<file path="src/rtl/uart_servo_frame_tx.sv">
// Bus-servo move frame builder feeding a single-byte UART transmitter.
// Optional watchdog: define TX_TIMEOUT_EN to abort a stalled byte with frame_err.
module uart_servo_frame_tx #(
  parameter int GAP_CYCLES     = 16,
  parameter int TIMEOUT_CYCLES = 1000000
) (
  input  logic        clk,
  input  logic        reset_n,
  input  logic        frame_start,
  input  logic [7:0]  servo_id,
  input  logic [7:0]  cmd,
  input  logic [15:0] pos,
  input  logic [15:0] move_time,
  input  logic        tx_done,
  output logic [7:0]  data_byte,
  output logic        send_en,
  output logic        busy,
  output logic        frame_done,
  output logic        frame_err
);

  localparam int GW = (GAP_CYCLES > 1) ? $clog2(GAP_CYCLES) : 1;

  typedef enum logic [2:0] {
    S_IDLE,
    S_SEND,
    S_WAIT,
    S_GAP,
    S_DONE
  } state_t;

  state_t        state_q;
  logic [3:0]    idx_q;
  logic [GW-1:0] gap_q;
  logic [7:0]    id_q;
  logic [7:0]    cmd_q;
  logic [15:0]   pos_q;
  logic [15:0]   time_q;
  logic [7:0]    data_q;
  logic          send_q;
  logic          busy_q;
  logic          done_q;

`ifdef TX_TIMEOUT_EN
  localparam int WDW =
    (TIMEOUT_CYCLES > 1) ? $clog2(TIMEOUT_CYCLES) : 1;
  logic [WDW-1:0] wd_q;
  logic           err_q;
`endif

  // Checksum covers bytes 2..8 (ID, LEN, cmd, pos, time)
  logic [11:0] sum;
  logic [7:0]  chk;
  logic [7:0]  frame_byte;

  assign sum = {4'h0, id_q} + 12'h007 + {4'h0, cmd_q}
             + {4'h0, pos_q[7:0]} + {4'h0, pos_q[15:8]}
             + {4'h0, time_q[7:0]} + {4'h0, time_q[15:8]};
  assign chk = ~sum[7:0];

  always_comb begin
    frame_byte = chk;
    case (idx_q)
      4'd0:    frame_byte = 8'h55;
      4'd1:    frame_byte = 8'h55;
      4'd2:    frame_byte = id_q;
      4'd3:    frame_byte = 8'h07;
      4'd4:    frame_byte = cmd_q;
      4'd5:    frame_byte = pos_q[7:0];
      4'd6:    frame_byte = pos_q[15:8];
      4'd7:    frame_byte = time_q[7:0];
      4'd8:    frame_byte = time_q[15:8];
      default: frame_byte = chk;
    endcase
  end

  always_ff @(posedge clk) begin
    if (!reset_n) begin
      state_q <= S_IDLE;
      idx_q   <= 4'd0;
      gap_q   <= '0;
      id_q    <= 8'h00;
      cmd_q   <= 8'h00;
      pos_q   <= 16'h0000;
      time_q  <= 16'h0000;
      data_q  <= 8'h00;
      send_q  <= 1'b0;
      busy_q  <= 1'b0;
      done_q  <= 1'b0;
`ifdef TX_TIMEOUT_EN
      wd_q    <= '0;
      err_q   <= 1'b0;
`endif
    end else begin
      send_q <= 1'b0;
      done_q <= 1'b0;
`ifdef TX_TIMEOUT_EN
      err_q  <= 1'b0;
`endif
      case (state_q)
        S_IDLE: begin
          if (frame_start) begin
            id_q    <= servo_id;
            cmd_q   <= cmd;
            pos_q   <= pos;
            time_q  <= move_time;
            idx_q   <= 4'd0;
            busy_q  <= 1'b1;
            state_q <= S_SEND;
          end
        end
        S_SEND: begin
          data_q  <= frame_byte;
          send_q  <= 1'b1;
`ifdef TX_TIMEOUT_EN
          wd_q    <= '0;
`endif
          state_q <= S_WAIT;
        end
        S_WAIT: begin
          if (tx_done) begin
            if (idx_q == 4'd9) begin
              state_q <= S_DONE;
            end else begin
              idx_q <= idx_q + 4'd1;
              gap_q <= '0;
              if (GAP_CYCLES == 0) state_q <= S_SEND;
              else                 state_q <= S_GAP;
            end
          end
`ifdef TX_TIMEOUT_EN
          else if (wd_q == WDW'(TIMEOUT_CYCLES - 1)) begin
            err_q   <= 1'b1;
            busy_q  <= 1'b0;
            state_q <= S_IDLE;
          end else begin
            wd_q <= wd_q + 1'b1;
          end
`endif
        end
        S_GAP: begin
          if (gap_q == GW'(GAP_CYCLES - 1)) begin
            gap_q   <= '0;
            state_q <= S_SEND;
          end else begin
            gap_q <= gap_q + 1'b1;
          end
        end
        S_DONE: begin
          done_q  <= 1'b1;
          busy_q  <= 1'b0;
          state_q <= S_IDLE;
        end
        default: state_q <= S_IDLE;
      endcase
    end
  end

  assign data_byte  = data_q;
  assign send_en    = send_q;
  assign busy       = busy_q;
  assign frame_done = done_q;

`ifdef TX_TIMEOUT_EN
  assign frame_err = err_q;
`else
  if (TIMEOUT_CYCLES < 1) begin : g_bad_timeout
    $error("TIMEOUT_CYCLES must be positive");
  end
  assign frame_err = 1'b0;
`endif

endmodule

</file>
<file path="config.mk">
export PLATFORM = sky130hd
export DESIGN_NAME = uart_servo_frame_tx
export DESIGN_NICKNAME = d
export VERILOG_FILES = /design/src/rtl/uart_servo_frame_tx.sv
export SDC_FILE = /design/constraint.sdc
export NUM_CORES = 1
export LEC_CHECK = 0
export CAP_MARGIN = 5
export CELL_PAD_IN_SITES_DETAIL_PLACEMENT = 1
export CELL_PAD_IN_SITES_GLOBAL_PLACEMENT = 2
export CORE_ASPECT_RATIO = 1.1
export CORE_MARGIN = 8
export CORE_UTILIZATION = 34
export CTS_BUF_LIST = sky130_fd_sc_hd__clkbuf_2
export DETAILED_ROUTE_END_ITERATION = 10
export PLACE_DENSITY_LB_ADDON = 0.1
export SYNTH_ARGS = -nofsm -noshare
export SYNTH_HDL_FRONTEND = slang
export SYNTH_SLANG_ARGS = --single-unit
</file>
<file path="constraint.sdc">
create_clock -name clk -period 4.25 [get_ports clk]
set_clock_uncertainty 0.05 [all_clocks]
set_input_delay 0.6375 -clock clk [delete_from_list [all_inputs] [get_ports clk]]
set_output_delay 0.6375 -clock clk [all_outputs]
set_load 0.01 [all_outputs]
</file>
* After elaboration in Yosys (flattened, before gate mapping)
Index checks and enable logic that the tools add are counted.
Storage, ports and cells: logic and storage cells 67, output and inout port bits 12, bits of input ports 52, register bits after elaboration 70
Cells by class: add/sub/neg operators 8, multiplexer cells 18, equal/unequal tests 18, reductions and logical operators 11, bitwise operators 1
Operators by type and width (count):
- 8-bit one-hot mux with 8 select lines | 1
- 8-bit adder | 5
- 4-bit 2-to-1 mux | 6
- 4-bit by 3-bit == test with 1-bit output (second input constant) | 4
- 4-bit one-hot mux with 2 select lines | 2
- 4-bit == test (second input constant) | 3
- 3-bit 2-to-1 mux | 4
- 3-bit one-hot mux with 4 select lines | 1
- 4-bit by 1-bit adder with 4-bit output (second input constant) | 2
- 8-bit by 3-bit adder with 8-bit output (second input constant) | 1
- 4-bit by 2-bit == test with 1-bit output (second input constant) | 2
- 2-bit inequality test (second input constant) | 4
- 8-bit inverter | 1
- 3-bit by 2-bit == test with 1-bit output (second input constant) | 2
- 3-bit AND reduction | 2
- 2-bit nonzero test | 3
- 4-bit by 1-bit == test with 1-bit output (second input constant) | 1
- 4-bit logical NOT | 1
- 2-bit AND reduction | 2
- 4-bit AND reduction | 1
- 3-bit by 1-bit == test with 1-bit output (second input constant) | 1
- 3-bit == test (second input constant) | 1
- 3-bit logical NOT | 1
- 1-bit 2-to-1 mux | 3
- 2 further kinds | 2

* Logic depth before layout (Yosys ltp)
Gate-level depths: netlist of run 1.
depth in word-level cells 8, depth in mapped cells 17, depth with buffers taken out 17

* Worst setup path after synthesis of run 1
Ideal clock, no wire load.
path kind reg-to-reg, start point register pos_q[2], end point register data_q[6] (netlist: data_byte[6]), required time 4.078 ns, arrival time 3.475 ns, clock period less this slack 3.647 ns, path slack 0.603 ns, buffers on the path 0, cell stages (with the launch flop) 12, cells stage by stage dfxtp_1 > fa_1 > fa_1 > fa_1 > fa_1 > ha_1 > a21o_1 > a21oi_1 > o21ai_0 > xnor2_1 > a221oi_1 > nor2_1
On the way: word-level cells in the longest chain between the ends 6
Ends and longest elaborated chain:
- from (decl) | line 37 | logic [15:0] pos_q;
- from (signal assigned) | line 105 | pos_q <= pos;
- 8-bit adder (2 in series) | line 57 | + {4'h0, pos_q[7:0]} + {4'h0, pos_q[15:8]}
- 8-bit adder (2 in series) | line 58 | + {4'h0, time_q[7:0]} + {4'h0, time_q[15:8]};
- 8-bit inverter | line 59 | assign chk = ~sum[7:0];
- 8-bit one-hot mux with 8 select lines | line 63 | case (idx_q)
- to (signal assigned) | line 113 | data_q <= frame_byte;
- to (decl) | line 39 | logic [7:0] data_q;
No other way between the ends. A chain may end at the register's enable or synchronous reset.

* Final worst setup path of run 1
Same ends and word-level chain as after synthesis.

==> run metrics, run 1 <==
initial antenna violation count=0; full die area=0.0166 mm2; core area=approximately 0.012 mm2; Post-DP HPWL=a little over 9000 um; first-pass GRT wire length=19400 um; Synth area leaders=dfxtp_1 (32%), fa_1 (12%), nand2_1 (10%); initial detailed-routing violation count=between 100 and 150; cts hold-fix bufs=0; fin crit period=roughly 3900 ps; Max Cap Viol=0; Sw Pwr=~750 uW; Core Rows=43; CTS tree=yes; period utilisation layout=roughly nine tenths; Final Setup Violations=0; switching share of power=roughly two fifths; CP max FO=3; Reg area=approximately 0.0014 mm2; FILL cells=1498; HP Class=reg -> reg; clock power share=16.3%; Routed Antenna Nets=0; grt ovf=0; crit-path cells=fa_1, fa_1, fa_1, fa_1, ha_1, a21o_1, a21oi_1, o21ai_0, xnor2_1, a221oi_1, nor2_1; nets=644; die width=~120 um; CP Capture Type=flop; CTS Root Cell=clkbuf_2; status=complete, no violations; Reg clk slew, reported paths=about 190 ps; total CTS buffers=9; cells after synthesis=501; cell mode on critical path=fa_1; DRT Pass-1 Iters=4; Net Count, Synth=~600; Flop pwr share=39.9%; Fin. Hold Viols=0; share of layout cells above drive strength 1=roughly 4.9%; most frequent cells in the layout=nand2_1 (118), dfxtp_1 (70), clkdlybuf4s50_1 (61), inv_1 (50), a21boi_0 (31); die height=134 um; ys flop type=dfxtp_1; Worst-Margin Slew=a little over 1000 ps; area occupied by multi-input gates=approximately 0.0026 mm2; max frequency=between 200 and 300 MHz; H-tree depth=3; Critical Path Start Type=flop; DR vias=~3.5k; Slowest cell on crit path=fa_1; Crit path arrival time=between 4000 and 5000 ps; IO Port Bufs=just over 60; Post-Synthesis Mean Instance Area=roughly 8.6 um2; combinational share of power=between 40% and 50%; IO Count=64; Final Worst Setup Slack=~350 ps; clock sink count=70; pwr/cell area=between 300 and 400 mW/mm2; Yosys reg bits=70; P&R area growth vs syn=17.0%; Max stage delay on crit path=between 500 and 600 ps; area leader, netlist=dfxtp_1; most common cell after layout, fill and taps aside=nand2_1; Max Slew Vio Count=0; pre-CTS setup slack=around 330 ps; register area share after synthesis=approximately a third; largest net degree at the start of global routing=a little under 70; clk_lat worst skew=just over 500 ps; IR drop worst, VDD=~150 uV; WP buf/inv=0; synth unique cells=59; Max-slew headroom=31.5%; postcts setup bufs=0; post-route setup TNS=0 ps; post-synth top area share=between 30% and 40%; Max Root-Sink Buffers=2; post-synthesis async set-or-reset flop share=0%; mapped cell area=0.00432 mm2; Worst Path Required=~4600 ps; GRT Util Overall=15.1%; # diodes=0; Synth warnings=0; drt via density=roughly 5.0; WS Path Type=reg -> reg; post-route cell area=approximately 0.0050 mm2; Int Power=~1200 uW; Worst path top cell family by delay=adder cells; Initial Util=between 30 and 40%; leakage=between 0.0015 and 0.002 uW; Post-synth EDFFs=0; DRT Wirelength=11900 um; vias in the first global route=around 3.7k; Wirelength per Cell=~17 um; # DRC=0; Hold Slack=~420 ps; RSZ-0062 raised after global routing=false; post-CTS sizing=0; Post-DP Area=a little under 0.005 mm2; GP Congestion=0.824
[per-stage QoR]
stage | utilization (%) | power (uW) | cells
finish | 40.5 | 1920 | 707
global route | 40.5 | 2090 | 707
CTS | 40.5 | 1960 | 707
detailed placement | 39.8 | 1630 | 692
global placement | 39.8 | 1610 | 692
floorplan | - | 1380 | 501
[worst min-delay path, cell delays in order (launching register included)]
cell and delay (ps):
dfxtp_1 350, nand2_1 50, a21boi_1 50
[registers in the layout, summed over array words and instances (netlist names)]
register and flops:
pos_q 16, time_q 16, data_byte 8, gap_q 4, frame_done 1, busy 1
state_q 3, idx_q 4, send_en 1, cmd_q 8, id_q 8
[synth_stat cells, drive strengths merged (11+ instances only)]
library cell,number
a21boi,51
a21oi,13
buf,19
clkbuf,11
dfxtp,70
fa,25
ha,21
inv,50
nand2,118
nor2,19
o21ai,14
xnor2,11
[power by group through the flow]
stage	registers, uW	clock network, uW	logic (uW)
after floorplan	764	0	620
after detailed placement	782	0	847
after global routing	775	359	955
after global placement	779	0	833
final	766	313	842
after CTS	767	336	856
[metal layers]
metal | vias to the layer above | wire length [um] | global-route usage (%)
met3 | 14 | 412 | 3.11
li1 | 1744 | - | -
met2 | 53 | 5650 | 24.5
met4 | 0 | 209 | 5.16
met5 | - | 0 | 0
met1 | 1700 | 5670 | 19.4
[final cells by class]
cell class,instances,share of cell area [%]
clock buffer,10,0.991
multi-input combinational,351,50.6
sequential,70,27.8
timing repair buffer,64,12.5
clock inverter,5,0.545
tap,157,3.89
inverter,50,3.72
[worst paths after layout]
| path | start | to | slack [ps] | cells past startpoint |
|---|---|---|---|---|
| setup reg to reg | pos_q[2] | data_byte[6] | 350 | 11 |
| hold reg to reg | cmd_q[3] | cmd_q[3] | 420 | 2 |
| hold / removal | cmd_q[3] | cmd_q[3] | 420 | 2 |
| setup / recovery | pos_q[2] | data_byte[6] | 350 | 11 |
[cells by family after synthesis]
family / Yosys count / synth area share (%)
muxes: 5 / 1.16
adders and majority gates: 46 / 17.7
AOI/OAI and AO/OA: 118 / 19.7
DFF: 70 / 32.5
xor gates and xnor gates: 16 / 3.74
and+or+nand+nor: 165 / 16.8
buffers and inverters: 80 / 8.29
other: 1 / 0.0869
Power figures use the tool's default switching activity.
==> run 2, diff against run 1 <==
--- a/config.mk
+++ b/config.mk
@@ -11,7 +11,7 @@
 export CORE_ASPECT_RATIO = 1.1
 export CORE_MARGIN = 8
 export CORE_UTILIZATION = 34
-export CTS_BUF_LIST = sky130_fd_sc_hd__clkbuf_2
+export CTS_BUF_LIST = sky130_fd_sc_hd__clkbuf_4 sky130_fd_sc_hd__clkbuf_8
 export DETAILED_ROUTE_END_ITERATION = 10
 export PLACE_DENSITY_LB_ADDON = 0.1
 export SYNTH_ARGS = -nofsm -noshare
==> run metrics, run 2 (synthesis gave the netlist of run 1 again) <==
status=complete, no violations; most common cell after layout, fill and taps aside=nand2_1; nets=644; CP max FO=3; Core Rows=43; DRT Wirelength=12000 um; FF-to-FF setup slack=around 370 ps; pre-CTS setup slack=between 300 and 400 ps; FILL cells=around 1.5k; die width=approximately 120 um; total CTS buffers=9; max frequency=between 200 and 300 MHz; largest net degree at the start of global routing=between 60 and 70; period utilisation layout=91.4%; initial antenna violation count=0; WS Path Type=reg -> reg; Top Registers=pos_q (16), time_q (16); switching share of power=a little over a third; IO Count=64; Fin. Hold Viols=0; Worst Path Required=4440 ps; full die area=between 0.015 and 0.02 mm2; post-CTS sizing=0; DR vias=3518; Routed Antenna Nets=0; clock power share=23.7%; Max Slew Vio Count=0; GRT Util Overall=15.2%; leakage=0.00202 uW; # diodes=0; combinational share of power=40.1%; H-tree depth=3; Max-slew headroom=a little under a third; HP Class=reg -> reg; initial detailed-routing violation count=~150; Max Root-Sink Buffers=2; Max Cap Viol=0; DRT Pass-1 Iters=4; fin crit period=between 3000 and 4000 ps; clock sink count=70; Final Setup Violations=0; Placed Cells incl. Taps=slightly below 700; RSZ-0062 raised after global routing=false; final core utilization=roughly two fifths; Flop pwr share=around 36%; CTS tree=yes; post-route setup TNS=0 ps; cts hold-fix bufs=0; GP Congestion=0.824; drt via density=about 5.0; Post-DP HPWL=a little over 9000 um; non-filler cells in the finished layout=~710; Int Power=roughly 1300 uW; pwr/cell area=409 mW/mm2; die height=134 um; Worst-Margin Slew=1030 ps; # DRC=0; Critical Path Start Type=flop; Reg clk slew, reported paths=approximately 70 ps; P&R area growth vs syn=19.4%; CP Capture Type=flop; IR drop worst, VDD=between 100 and 150 uV; CTS Root Cell=clkbuf_8; clk_lat worst skew=around 350 ps; Wirelength per Cell=~17 um; most frequent cells in the layout=nand2_1 (118), dfxtp_1 (70), clkdlybuf4s50_1 (61), inv_1 (50), a21boi_0 (31); postcts setup bufs=0; share of layout cells above drive strength 1=approximately 5.3%; Initial Util=34.6%; IO Port Bufs=between 60 and 70; Final Worst Setup Slack=about 370 ps; grt ovf=0; Sw Pwr=roughly 760 uW; Hold Slack=between 400 and 500 ps; Crit path arrival time=~4100 ps; vias in the first global route=3718; first-pass GRT wire length=19500 um; core area=0.0125 mm2
==> run 2: metal layers <==
layer	wire, um	track usage [%]
met1	5590	19.4
met2	5720	24.4
met3	520	3.53
met4	195	5.49
met5	0	0
==> run 2: metrics by stage <==
step,area (um2),total power [uW]
global placement,4970,1610
detailed placement,4970,1630
finish,5150,2110
global route,5150,2280
CTS,5150,2150
floorplan,4320,1380
==> run 2: worst max-delay path: stages (launching register included) <==
cell	delay (ps)
dfxtp_1	340
fa_1	570
fa_1	450
fa_1	580
fa_1	460
ha_1	320
a21o_1	180
a21oi_1	210
o21ai_0	160
xnor2_1	150
a221oi_1	260
nor2_1	60
==> run 2: power by group through the flow <==
stage                     clock network, uW  logic [uW]  registers [uW]
after floorplan                           0         620             764
after global placement                    0         833             779
after detailed placement                  0         847             782
after CTS                               523         859             766
after global routing                    548         960             773
final                                   499         846             764
==> run 2: layout make-up <==
cell class	count	area [um2]	area share, %
well taps	157	196	3.81
clock inverters	3	20.0	0.389
flip-flops and latches	70	1400	27.2
inverters	50	188	3.64
multi-input cells	351	2560	49.6
repair buffers	64	631	12.2
clock buffers	12	159	3.08
==> run 2: path summary, 6_finish.rpt <==
check,from,end,depth (start not counted)
setup reg to reg,pos_q[2],data_byte[6],11
hold reg to reg,cmd_q[3],cmd_q[3],2
hold / removal,cmd_q[3],cmd_q[3],2
setup / recovery,pos_q[2],data_byte[6],11
==> run 3, diff against run 2 <==
--- a/config.mk
+++ b/config.mk
@@ -9,7 +9,6 @@
 export CELL_PAD_IN_SITES_DETAIL_PLACEMENT = 1
 export CELL_PAD_IN_SITES_GLOBAL_PLACEMENT = 2
 export CORE_ASPECT_RATIO = 1.1
-export CORE_MARGIN = 8
 export CORE_UTILIZATION = 34
 export CTS_BUF_LIST = sky130_fd_sc_hd__clkbuf_4 sky130_fd_sc_hd__clkbuf_8
 export DETAILED_ROUTE_END_ITERATION = 10
==> run metrics, run 3 (synthesis gave the netlist of run 1 again) <==
status=complete, no violations; leakage=approximately 0.002 uW; first-pass GRT wire length=slightly below 20000 um; IO Count=64; Flop pwr share=about a third; CP max FO=3; CTS tree=yes; postcts setup bufs=0; IO Port Bufs=62; period utilisation layout=just over 90%; WS Path Type=reg -> reg; Max-slew headroom=around a third; Crit path arrival time=about 4100 ps; Core Rows=42; Worst Hold Path Cells=2; combinational share of power=38.6%; pwr/cell area=about 420 mW/mm2; R2R depth=11; vias in the first global route=3764; Final Total Pwr=2180 uW; Critical Path Start Type=flop; die width=109 um; Final Setup Violations=0; fin crit period=between 3000 and 4000 ps; Reg clk slew, reported paths=around 80 ps; clock sink count=70; DRT Wirelength=approximately 12000 um; # DRC=0; most common cell after layout, fill and taps aside=nand2_1; clock power share=about a quarter; total CTS buffers=9; post-route setup TNS=0 ps; Worst Path Required=~4500 ps; most frequent cells in the layout=nand2_1 (118), dfxtp_1 (70), clkdlybuf4s50_1 (61), inv_1 (50), a21boi_0 (31); Worst-Margin Slew=approximately 1000 ps; Wirelength per Cell=between 15 and 20 um; Max Root-Sink Buffers=2; switching share of power=~36%; initial detailed-routing violation count=between 150 and 200; Initial Util=between 30% and 40%; HP Class=reg -> reg; GP Congestion=0.825; max frequency=around 250 MHz; IR drop worst, VDD=roughly 180 uV; full die area=~0.013 mm2; drt via density=5.00; CP Capture Type=flop; Post-DP HPWL=slightly below 9000 um; core area=0.0122 mm2; DRT Pass-1 Iters=4; die height=between 100 and 150 um; nets=approximately 650; post-CTS sizing=0; grt ovf=0; DR vias=~3.5k; cts hold-fix bufs=0; P&R area growth vs syn=20.1%; largest net degree at the start of global routing=50; initial antenna violation count=0; Top Registers=pos_q (16), time_q (16); Max Cap Viol=0; Max Slew Vio Count=0; # diodes=0; GRT Util Overall=between 10% and 20%; FILL cells=1428; share of layout cells above drive strength 1=5.62%; Routed Antenna Nets=0; Int Power=1390 uW; Fin. Hold Viols=0; clk_lat worst skew=around 360 ps; CTS Root Cell=clkbuf_8; Sw Pwr=slightly below 800 uW; RSZ-0062 raised after global routing=false; H-tree depth=3
==> run 3: metal layers <==
metal	vias to the layer above	part of all wire [%]	GRT usage (%)
li1	1743	-	-
met1	1703	48	26.2
met2	70	47	32.0
met3	15	3.4	3.53
met4	0	1.7	6.92
met5	-	0	0
==> run 3: critical path, cell delays in order (launching register included) <==
cell      delay (ps)
dfxtp_1          350
fa_1             570
fa_1             450
fa_1             580
fa_1             450
ha_1             320
a21o_1           190
a21oi_1          240
o21ai_0          160
xnor2_1          150
a221oi_1         260
nor2_1            60
==> run 3: power by group through the flow <==
stage	logic, uW	clock network (uW)	registers, uW
floorplan	620	0	764
finish	841	575	764
global route	975	626	774
global placement	833	0	778
detailed placement	840	0	781
CTS	855	590	766
==> run 3: metrics by stage <==
stage          area (um2)  setup slack (ps)  hold WS [ps]  utilization (%)  instances
2_1_floorplan        4320               603           385                -        501
3_3_place_gp         4980               481           399             40.8        690
3_5_place_dp         4980               361           412             40.8        690
4_1_cts              5180               337           423             42.5        706
5_1_grt              5180               107           443             42.5        706
6_report             5180               324           416             42.5        706
==> run 3: path summary, 6_finish.rpt <==
path | start | to | slack (ps)
hold / removal | cmd_q[3] | cmd_q[3] | 420
setup reg to reg | pos_q[2] | data_byte[6] | 320
setup / recovery | pos_q[2] | data_byte[6] | 320
hold reg to reg | cmd_q[3] | cmd_q[3] | 420
==> run 3: cell type report <==
type / count / area (um2) / share of cell area, %
inverters: 50 / 188 / 3.62
well taps: 154 / 193 / 3.72
clock inverters: 6 / 68.8 / 1.33
repair buffers: 65 / 638 / 12.3
clock buffers: 10 / 138 / 2.66
flip-flops and latches: 70 / 1400 / 27.0
multi-input cells: 351 / 2560 / 49.3
